<file path="config.mk">
export PLATFORM = sky130hd
export DESIGN_NAME = mac_row_sequencer
export DESIGN_NICKNAME = d
export VERILOG_FILES = /design/src/rtl/mac_row_sequencer.sv
export SDC_FILE = /design/constraint.sdc
export NUM_CORES = 1
export LEC_CHECK = 0
export BUFFER_PORTS_ARGS = -buffer_cell sky130_fd_sc_hd__buf_4
export CAP_MARGIN = 20
export CORE_UTILIZATION = 55
export CTS_CLUSTER_DIAMETER = 30
export DETAILED_ROUTE_END_ITERATION = 16
export PLACE_DENSITY_LB_ADDON = 0.15
export RECOVER_POWER = 50
export SLEW_MARGIN = 20
export SYNTH_ARGS = -nofsm -noshare
export SYNTH_HDL_FRONTEND = slang
export SYNTH_SLANG_ARGS = --single-unit
export TNS_END_PERCENT = 50
</file>
<file path="constraint.sdc">
create_clock -name clk -period 5.9 [get_ports clk]
set_clock_uncertainty 0.2 [all_clocks]
set_input_delay 0.295 -clock clk [delete_from_list [all_inputs] [get_ports clk]]
set_output_delay 0.295 -clock clk [all_outputs]
set_load 0.1 [all_outputs]
</file>
<file path="src/rtl/mac_row_sequencer.sv">
// Control sequencer for the per-row HLS MAC cores: launches every core via ap_ctrl_hs,
// collects one 32-bit result per row and reports completion, timeout and cycle usage.
module mac_row_sequencer #(
  parameter int NUM_ROWS    = 5,
  parameter int CNT_W       = 16,
  parameter int TIMEOUT_CYC = 1000
) (
  input  logic                     clk,
  input  logic                     rst_n,
  input  logic                     start,
  output logic                     busy,
  output logic                     done,
  output logic                     timeout,
  output logic [CNT_W-1:0]         cycles,
  output logic [NUM_ROWS-1:0]      row_valid,
  input  logic [2:0]               rd_addr,
  output logic [31:0]              rd_data,
  output logic [NUM_ROWS-1:0]      ap_start,
  input  logic [NUM_ROWS-1:0]      ap_ready,
  input  logic [NUM_ROWS-1:0]      ap_done,
  input  logic [NUM_ROWS-1:0]      ap_idle,
  input  logic [32*NUM_ROWS-1:0]   y_o,
  input  logic [NUM_ROWS-1:0]      y_o_ap_vld
);

  typedef enum logic [2:0] {IDLE, WAIT_IDLE, LAUNCH, WAIT_DONE, FINISH} state_t;

  localparam logic [CNT_W-1:0] TIMEOUT_VAL = CNT_W'(TIMEOUT_CYC);
  localparam logic [CNT_W-1:0] CNT_MAX     = '1;

  state_t                state_reg, state_next;
  logic                  accept, launch, tmo_hit, active, all_done, cnt_hit;
  logic [CNT_W-1:0]      cnt_reg;
  logic                  tmo_reg;
  logic [NUM_ROWS-1:0]   start_reg, pending_reg, done_seen_reg, row_valid_reg;
  logic [31:0]           result_reg [NUM_ROWS];
  logic [31:0]           rd_view [8];
  logic [31:0]           rd_data_reg;

  always_ff @(posedge clk or negedge rst_n) begin
    if (!rst_n) state_reg <= IDLE;
    else        state_reg <= state_next;
  end

  // A done arriving this cycle counts, so the run can finish without an extra wait cycle.
  assign all_done = &(done_seen_reg | ap_done);
  assign cnt_hit  = (cnt_reg == TIMEOUT_VAL);

  always_comb begin
    state_next = state_reg;
    accept     = 1'b0;
    launch     = 1'b0;
    tmo_hit    = 1'b0;
    active     = (state_reg == WAIT_IDLE) || (state_reg == LAUNCH) || (state_reg == WAIT_DONE);
    case (state_reg)
      IDLE: begin
        if (start) begin
          accept     = 1'b1;
          state_next = (&ap_idle) ? LAUNCH : WAIT_IDLE;
        end
      end
      WAIT_IDLE: begin
        if (cnt_hit) begin
          tmo_hit    = 1'b1;
          state_next = FINISH;
        end else if (&ap_idle) begin
          state_next = LAUNCH;
        end
      end
      LAUNCH: begin
        if (cnt_hit) begin
          tmo_hit    = 1'b1;
          state_next = FINISH;
        end else begin
          launch     = 1'b1;
          state_next = WAIT_DONE;
        end
      end
      WAIT_DONE: begin
        if (cnt_hit) begin
          tmo_hit    = 1'b1;
          state_next = FINISH;
        end else if (all_done && (start_reg == '0)) begin
          state_next = FINISH;
        end
      end
      FINISH:  state_next = IDLE;
      default: state_next = IDLE;
    endcase
  end

  // Counter freezes on the value that triggered the timeout so cycles reads TIMEOUT_CYC.
  always_ff @(posedge clk or negedge rst_n) begin
    if (!rst_n) begin
      cnt_reg <= '0;
      tmo_reg <= 1'b0;
    end else begin
      if (accept) begin
        cnt_reg <= '0;
        tmo_reg <= 1'b0;
      end else if (active && !cnt_hit && (cnt_reg != CNT_MAX)) begin
        cnt_reg <= cnt_reg + 1'b1;
      end
      if (tmo_hit) tmo_reg <= 1'b1;
    end
  end

  always_ff @(posedge clk or negedge rst_n) begin
    if (!rst_n) begin
      start_reg     <= '0;
      pending_reg   <= '0;
      done_seen_reg <= '0;
      row_valid_reg <= '0;
      for (int i = 0; i < NUM_ROWS; i++) result_reg[i] <= '0;
    end else begin
      if (state_reg == IDLE) begin
        if (accept) begin
          done_seen_reg <= '0;
          row_valid_reg <= '0;
        end
      end else begin
        for (int i = 0; i < NUM_ROWS; i++) begin
          if (y_o_ap_vld[i]) begin
            result_reg[i]    <= y_o[32*i +: 32];
            row_valid_reg[i] <= 1'b1;
          end
        end
      end
      if (state_reg == WAIT_DONE) done_seen_reg <= done_seen_reg | ap_done;
      if (launch) begin
        start_reg   <= '1;
        pending_reg <= '1;
      end else if (tmo_hit) begin
        start_reg   <= '0;
        pending_reg <= '0;
      end else if (state_reg == WAIT_DONE) begin
        start_reg   <= start_reg & ~(pending_reg & ap_ready);
        pending_reg <= pending_reg & ~ap_ready;
      end
    end
  end

  genvar gi;
  generate
    for (gi = 0; gi < 8; gi++) begin : g_rd
      if (gi < NUM_ROWS) begin : g_row
        assign rd_view[gi] = result_reg[gi];
      end else begin : g_pad
        assign rd_view[gi] = '0;
      end
    end
  endgenerate

  always_ff @(posedge clk or negedge rst_n) begin
    if (!rst_n) rd_data_reg <= '0;
    else        rd_data_reg <= rd_view[rd_addr];
  end

  assign busy      = (state_reg != IDLE);
  assign done      = (state_reg == FINISH);
  assign timeout   = tmo_reg;
  assign cycles    = cnt_reg;
  assign row_valid = row_valid_reg;
  assign ap_start  = start_reg;
  assign rd_data   = rd_data_reg;

endmodule

</file>
==> flow_metrics.py, run 1 <==
metrics = {
    "status": {
        "status": "finished, violations left",
        "failed_checks": "capacitance limit, slew limit",
    },
    "sta": {
        "period_utilisation_layout_pct": 66.38,
        "timing.max_slew.rel_slack_pct": -113.1,
        "fmax_mhz": 255.3,
        "setup_viol": 0,
        "rsz_0062_raised_after_global_routing": "false",
        "finalHoldViolations": 0,
        "final_critical_path_setup_slack_ns": 1.983,
        "tightestPinTransition_ns": 3.197,
        "timing.setup.tns_ns": 0,
        "timing_max_transition_violations_final": 168,
        "period_needed_ns": 3.917,
    },
    "synthesis": {
        "post_synth_instance_area_mm2": 0.009862,
        "synth_warnings": 0,
        "syn-instance-count": 749,
        "synth_seq_cells": 232,
        "synth_top_cell_area_share_pct": 58.87,
        "synth_commonest_cells": "232 x sky130_fd_sc_hd__dfrtp_1, 153 x sky130_fd_sc_hd__mux2_2, 71 x sky130_fd_sc_hd__mux2i_1",
        "synth-seq-area-share_pct": 58.87,
        "synth_most_common_cell": "sky130_fd_sc_hd__dfrtp_1",
        "synth_top_cell_by_area": "sky130_fd_sc_hd__dfrtp_1",
        "synthFlopType": "sky130_fd_sc_hd__dfrtp_1",
        "number_of_enable_type_register_cells_in_the_synthesized_netlist": 0,
        "share_of_flip_flops_with_an_asynchronous_set_or_reset_after_synthesis_pct": 100.0,
        "synth.top_cells.by_area": "sky130_fd_sc_hd__dfrtp_1 59%, sky130_fd_sc_hd__mux2_2 17%, sky130_fd_sc_hd__mux2i_1 7.2%, sky130_fd_sc_hd__a21oi_1 2.2%, sky130_fd_sc_hd__nor2_1 2.1%",
        "synthDistinctLibCells": 47,
        "post_synth_net_total": 937,
        "syn_avg_cell_area_um2": 13.17,
    },
    "pwr": {
        "share_comb_of_total_power_pct": 33.0,
        "portion_of_total_power_attributed_to_sequential_cells_pct": 33.9,
        "power.ir.vdd_worst_mv": 0.4922,
        "p_per_area_mw_per_mm2": 527.6,
        "power.net_switching_mw": 2.975,
        "power.switching_fraction_pct": 37.68,
        "p_leak_nw": 6.772,
        "p_int_mw": 4.921,
        "finalPower_mw": 7.896,
        "power.clock.fraction_pct": 33.1,
    },
    "critical_path": {
        "worst-setup-path-type": "in -> reg",
        "worstPathRequired_ns": 6.08,
        "worst_ep_arrival_time_ns": 4.09,
        "cp-end-kind": "register",
        "crit_fanout": 35,
        "timing.critical_path.from_type": "input pin",
        "worstRegToRegCells": 4,
    },
    "worst_hold_path": {
        "hold_path_class": "in -> reg",
        "worstHoldPathCells": 2,
    },
    "drt": {
        "drtPass1Iterations": 5,
        "drc": 0,
        "drt_iter0_markers": 550,
        "route.antenna.remaining_nets": 0,
        "routed_wire_length_per_instance_um": 21.67,
        "routed_wirelength_um": 31340,
        "drt-vias-per-instance": 5.611,
        "routed-via-count": 8113,
    },
    "clock_network": {
        "cts-buffers-inserted": 46,
        "postCtsResizedCells": 0,
        "cts_root_buf": "sky130_fd_sc_hd__clkbuf_16",
        "cts_tree": "built",
        "insertion_delay_ns": 0.53,
        "worst_setup_hold_path_clk_slew_ns": 0.05,
        "post_cts_buffers": 0,
        "htree_levels": 2,
        "tritoncts_num_sinks": 232,
        "cts_buffer_depth": 3,
    },
    "global_routing": {
        "grt_pass1_vias": 8918,
        "globalRoute.totalOverflow": 0,
        "antenna_violations_before_repair": 2,
        "total_routing_resource_utilization_after_global_routing_pct": 34.77,
        "grt_first_pass_wirelength_um": 48170,
        "grt_start_max_net_pins": 132,
    },
    "floorplanning": {
        "design.core.area_mm2": 0.01742,
        "design.die.area_mm2": 0.01847,
        "fp.dieW_um": 135.9,
        "fp-row-count": 48,
        "die_h_um": 135.9,
        "ios": 247,
        "starting_density_of_the_core_pct": 56.62,
    },
    "layout": {
        "finish.net_count": 1370,
        "final_cell_area_mm2": 0.01497,
        "post_route_cells_drive_above_1_share_pct": 35.63,
        "max_ffs_per_register": 160,
        "area_growth_pct": 51.76,
    },
    "place": {
        "globalplace.congestion": 0.8073,
        "port-buffer-count": 246,
        "postPlaceCellArea_mm2": 0.01185,
        "post_dp_hpwl_um": 16200,
        "pre_cts_ws_ns": 3.280,
    },
    "run": {
        "maxCapViolations": 2,
    },
}
[cell usage in the layout (no fill, tap or decap), types with 2 or more instances in the layout]
cell type                       Yosys  layout
sky130_fd_sc_hd__o22ai_1           33      33
sky130_fd_sc_hd__dlygate4sd3_1      0     179
sky130_fd_sc_hd__nand2_2            1       6
sky130_fd_sc_hd__buf_4              0     188
sky130_fd_sc_hd__ha_1               2       2
sky130_fd_sc_hd__clkbuf_16          0      49
sky130_fd_sc_hd__a31o_1            10      10
sky130_fd_sc_hd__nand2_1           28      23
sky130_fd_sc_hd__nand3_1           10      10
sky130_fd_sc_hd__and3_1             2       2
sky130_fd_sc_hd__bufinv_16          0       5
sky130_fd_sc_hd__mux2i_1           71      71
sky130_fd_sc_hd__xnor2_1            6       6
sky130_fd_sc_hd__clkinv_4           0       2
sky130_fd_sc_hd__diode_2            0       3
sky130_fd_sc_hd__clkinv_2           0      13
sky130_fd_sc_hd__a21oi_1           43      43
sky130_fd_sc_hd__o21ai_0            2       2
sky130_fd_sc_hd__or4_1              2       2
sky130_fd_sc_hd__clkinvlp_4         0       7
sky130_fd_sc_hd__dfrtp_1          232     232
sky130_fd_sc_hd__mux2_2           153     153
sky130_fd_sc_hd__mux2_1             7       7
sky130_fd_sc_hd__inv_1              6       6
sky130_fd_sc_hd__nor2_1            56      56
sky130_fd_sc_hd__nand2b_1           3       3
sky130_fd_sc_hd__clkbuf_1          17      67
sky130_fd_sc_hd__inv_6              0       2
sky130_fd_sc_hd__nor3_1             7       6
sky130_fd_sc_hd__nand4_1            7       7
[layout make-up]
cell class / count / area [um2]
sequential: 232 / 5806
tap: 225 / 281.5
timing repair buffer: 430 / 3441
clock buffer: 55 / 1259
multi-input combinational: 466 / 3847
inverter: 6 / 22.52
antenna: 3 / 7.507
fill: 871 / 2450
clock inverter: 29 / 302.8
[cell families after synthesis]
logic type | after synthesis | share of synthesized area (%)
AND/OR/NAND/NOR | 128 | 6.229
multiplexers | 232 | 25.70
flip-flops | 232 | 58.87
XOR/XNOR | 6 | 0.5329
AO/OA/AOI/OAI | 98 | 6.115
adder cells (fa/ha/maj) | 2 | 0.2537
buffers and inverters | 51 | 2.296
[power by group through the flow]
stage	combinational (mW)	sequential, mW	clock, mW
3_3_place_gp	2.47	2.60	0
6_report	2.60	2.68	2.62
2_1_floorplan	1.16	3.34	0
3_5_place_dp	2.52	2.62	0
4_1_cts	2.65	2.62	2.61
5_1_grt	2.74	2.73	2.70
[metal layers]
metal	track usage, %	up-vias	routed length (um)
met3	6.413	124	1843
met5	0	-	0
li1	-	3587	-
met4	18.89	0	1488
met2	59.38	377	15900
met1	41.71	4025	12110
[what timing repair did]
action                     CTS  global route
hold buffers               179             0
hold endpoints to repair   311             0
setup endpoints to repair    0             0
[worst max-delay path, cell delays in order]
cell,delay [ns]
sky130_fd_sc_hd__clkbuf_1,1.84
sky130_fd_sc_hd__nor2b_1,0.79
sky130_fd_sc_hd__clkbuf_1,0.63
sky130_fd_sc_hd__a21oi_1,0.38
sky130_fd_sc_hd__o22ai_1,0.14
[worst paths after layout]
check / start / end / slack, ns
worst max-delay path: rd_addr[2] / rd_data[3] / 1.98
min in group asynchronous: rst_n / rd_view[131] / 1.12
worst min register to register: rd_view[245] / rd_view[245] / 0.29
worst max register to register: state_reg[0] / rd_view[148] / 3.20
max in group asynchronous: rst_n / rd_view[104] / 2.30
worst min-delay path: rd_addr[1] / rd_data[4] / 0.03
[stage by stage]
stage / hold WS, ns / util [%] / std cells
6_report: 0.03165 / 85.93 / 1446
5_1_grt: 0.04027 / 85.92 / 1445
4_1_cts: 0.01640 / 87.27 / 1443
3_5_place_dp: 0.2663 / 68.02 / 1180
3_3_place_gp: 0.2656 / 68.02 / 1180
2_1_floorplan: -0.2006 / - / 749
(Power assumes the default switching activity.)
==> run 2, diff against run 1 <==
--- a/config.mk
+++ b/config.mk
@@ -5,9 +5,10 @@
 export SDC_FILE = /design/constraint.sdc
 export NUM_CORES = 1
 export LEC_CHECK = 0
+export ABC_AREA = 1
 export BUFFER_PORTS_ARGS = -buffer_cell sky130_fd_sc_hd__buf_4
 export CAP_MARGIN = 20
-export CORE_UTILIZATION = 55
+export CORE_UTILIZATION = 54
 export CTS_CLUSTER_DIAMETER = 30
 export DETAILED_ROUTE_END_ITERATION = 16
 export PLACE_DENSITY_LB_ADDON = 0.15
==> constraint.sdc (replaced) <==
create_clock -name clk -period 4 [get_ports clk]
set_clock_uncertainty 0.2 [all_clocks]
set_input_delay 0.2 -clock clk [delete_from_list [all_inputs] [get_ports clk]]
set_output_delay 0.2 -clock clk [all_outputs]
set_load 0.1 [all_outputs]
==> run 2 against run 1 <==
Compared with the run above: the flow still finishes with violations (capacitance limit, slew limit); core utilization down 3.7 points; sequential share of layout area decreased by 2.4 points; critical path depth rose by 3; die area up 10%; clock power grew 69%; sequential cell count did not move; wire length grew 8.7%; non-clock buffer count increased by 3; power increased by 61%; hold slack better by 0.057 ns; cell count grew 24%; first-iteration DRC count decreased by 10%; critical endpoint is now rd_view[99]; largest power group is now the clock network.
==> flow_metrics.py, run 2 <==
metrics = {
    "status": {
        "status": "finished, violations left",
        "failed_checks": "capacitance limit, slew limit",
    },
    "layout": {
        "max_ffs_per_register": 160,
        "area_growth_pct": 49.54,
        "layout_commonest_cell": "sky130_fd_sc_hd__dfrtp_1",
        "sequential_cell_area_mm2": 0.005806,
        "layout_common_cells": "232 x sky130_fd_sc_hd__dfrtp_1, 194 x sky130_fd_sc_hd__buf_4, 177 x sky130_fd_sc_hd__dlygate4sd3_1",
        "multi_input_comb_area_mm2": 0.004094,
        "finish.net_count": 1675,
        "post_route_cells_drive_above_1_share_pct": 26.54,
        "final_cell_area_mm2": 0.01596,
        "nFillCells": 1151,
    },
    "sta": {
        "period_utilisation_layout_pct": 69.05,
        "timing.setup.tns_ns": 0,
        "timing_max_transition_violations_final": 65,
        "rsz_0062_raised_after_global_routing": "false",
        "fmax_mhz": 362.1,
        "timing.max_slew.rel_slack_pct": -1.558,
        "period_needed_ns": 2.762,
        "setup_viol": 0,
        "finalHoldViolations": 0,
        "tightestPinTransition_ns": 1.523,
    },
    "critical_path": {
        "reg2reg_to": "rd_view[99]",
        "worstRegToRegCells": 8,
        "worst-setup-path-type": "reg -> reg",
        "worstPathRequired_ns": 4.23,
        "cp-end-kind": "register",
        "rr_startpoint": "state_reg[1]",
        "worst_ep_arrival_time_ns": 2.99,
        "crit_fanout": 40,
        "r2r_slack_ns": 1.24,
        "timing.critical_path.from_type": "register",
        "setup.worst_path.start": "state_reg[1]",
    },
    "synthesis": {
        "number_of_enable_type_register_cells_in_the_synthesized_netlist": 0,
        "synthDistinctLibCells": 35,
        "synth_most_common_cell": "sky130_fd_sc_hd__dfrtp_1",
        "synth.top_cells.by_area": "sky130_fd_sc_hd__dfrtp_1 54%, sky130_fd_sc_hd__mux2_4 12%, sky130_fd_sc_hd__nand2_1 4.8%, sky130_fd_sc_hd__a21oi_1 4.7%, sky130_fd_sc_hd__nand3_1 4.5%",
        "post_synth_instance_area_mm2": 0.01067,
        "synth_commonest_cells": "232 x sky130_fd_sc_hd__dfrtp_1, 137 x sky130_fd_sc_hd__nand2_1, 106 x sky130_fd_sc_hd__inv_1",
        "synth-seq-area-share_pct": 54.40,
        "synth_warnings": 0,
        "synth_top_cell_by_area": "sky130_fd_sc_hd__dfrtp_1",
        "share_of_flip_flops_with_an_asynchronous_set_or_reset_after_synthesis_pct": 100.0,
        "post_synth_net_total": 1247,
        "synthFlopType": "sky130_fd_sc_hd__dfrtp_1",
        "synth_seq_cells": 232,
        "syn-instance-count": 1059,
        "syn_avg_cell_area_um2": 10.08,
        "synth_top_cell_area_share_pct": 54.40,
    },
    "drt": {
        "drtPass1Iterations": 5,
        "routed_wire_length_per_instance_um": 18.96,
        "drt-vias-per-instance": 5.354,
        "drc": 0,
        "routed_wirelength_um": 34060,
        "route.antenna.remaining_nets": 0,
        "drt_iter0_markers": 495,
        "routed-via-count": 9615,
    },
    "floorplanning": {
        "starting_density_of_the_core_pct": 55.02,
        "fp.dieW_um": 142.6,
        "die_h_um": 142.6,
        "ios": 247,
        "fp-row-count": 51,
        "design.core.area_mm2": 0.01940,
        "design.die.area_mm2": 0.02033,
    },
    "worst_hold_path": {
        "hold_path_class": "in -> reg",
        "hold_path_end": "state_reg[2]",
        "worstHoldPathCells": 7,
        "hold_start": "ap_idle[1]",
    },
    "clock_network": {
        "tritoncts_num_sinks": 232,
        "worst_setup_hold_path_clk_slew_ns": 0.05,
        "cts_tree": "built",
        "cts_root_buf": "sky130_fd_sc_hd__clkbuf_16",
        "insertion_delay_ns": 0.52,
        "cts_buffer_depth": 3,
        "cts-buffers-inserted": 49,
        "htree_levels": 2,
        "post_cts_buffers": 0,
    },
    "global_routing": {
        "total_routing_resource_utilization_after_global_routing_pct": 34.27,
        "grt_pass1_vias": 10210,
        "grt_start_max_net_pins": 122,
        "antenna_violations_before_repair": 3,
        "globalRoute.totalOverflow": 0,
        "grt_first_pass_wirelength_um": 52990,
    },
    "place": {
        "port-buffer-count": 246,
        "postPlaceCellArea_mm2": 0.01261,
        "globalplace.congestion": 0.8714,
        "post_dp_hpwl_um": 17230,
    },
    "run": {
        "maxCapViolations": 1,
    },
    "pwr": {
        "power.ir.vdd_worst_mv": 0.6511,
        "finalPower_mw": 12.73,
        "p_leak_nw": 7.894,
        "p_per_area_mw_per_mm2": 797.8,
    },
}
[run 2: cell types whose count changed after synthesis, sizes merged, moves of 5 or more]
cell	before	now
o21ai	2	84
nand2	29	148
mux2	160	98
a21oi	43	100
a31o	10	0
nor2	56	99
nand4	7	2
mux2i	71	0
o22ai	33	0
nand3	11	98
buf	28	39
xnor2	6	1
xor2	0	11
inv	6	113
[run 2: per-stage QoR]
step           cells  setup slack (ns)  hold WS (ns)  utilization [%]
2_1_floorplan   1059             1.603       -0.2956                -
3_3_place_gp    1524             1.863        0.1515            64.98
3_5_place_dp    1524             1.757        0.1496            64.98
4_1_cts         1791             1.419       0.02318            83.45
5_1_grt         1793             1.032        0.1318            82.24
6_report        1796             1.238       0.08864            82.28
[run 2: critical path: stages, from the launching register on]
cell and delay, ns:
sky130_fd_sc_hd__dfrtp_1 0.39, sky130_fd_sc_hd__inv_1 0.08, sky130_fd_sc_hd__nand2_1 0.07, sky130_fd_sc_hd__nor2_1 0.30
sky130_fd_sc_hd__inv_6 0.12, sky130_fd_sc_hd__nand2_1 0.73, sky130_fd_sc_hd__buf_4 0.49, sky130_fd_sc_hd__nor2_1 0.10
sky130_fd_sc_hd__a21oi_1 0.16
[run 2: layer usage]
metal | global-route usage (%) | share of wire [%] | vias up
met5 | 0 | 0 | -
met3 | 7.571 | 7.0 | 109
li1 | - | - | 4348
met2 | 59.03 | 50 | 448
met1 | 40.09 | 38 | 4710
met4 | 17.94 | 4.3 | 0
[run 2: kinds of logic after synthesis]
| family | synth area share [%] |
|---|---|
| XOR/XNOR | 0.9848 |
| buffers and inverters | 7.128 |
| adder cells (fa/ha/maj) | 0.2344 |
| multiplexers | 13.40 |
| AND/OR/NAND/NOR | 14.57 |
| AO/OA/AOI/OAI | 9.285 |
| flip-flops | 54.40 |
[run 2: area by class of cell]
type                    instances  area share (%)
multi-input cells             657           25.65
inverters                     114           2.712
clock buffers                  57           8.255
diodes                          5         0.07839
clock inverters                33           3.089
flip-flops and latches        232           36.38
repair buffers                433           21.76
well taps                     265           2.077
[run 2: how the worst max path moves through the flow]
stage / end
3_3_place_gp: rd_view[171]
3_5_place_dp: rd_view[164]
2_1_floorplan: cycles[13]
4_1_cts: state_reg[0]
5_1_grt: rd_view[99]
6_report: rd_view[99]
[run 2: repair_timing]
action | CTS | global route
gates resized for setup | 0 | 0
hold endpoints to repair | 301 | 0
hold buffers | 177 | 0
[run 2: report_power, final]
part | leakage, nW | switching [mW] | internal [mW] | total [mW]
clock network | 0.885 | 1.31 | 3.11 | 4.43
logic | 4.30 | 2.94 | 1.48 | 4.42
registers | 2.71 | 0.584 | 3.30 | 3.89
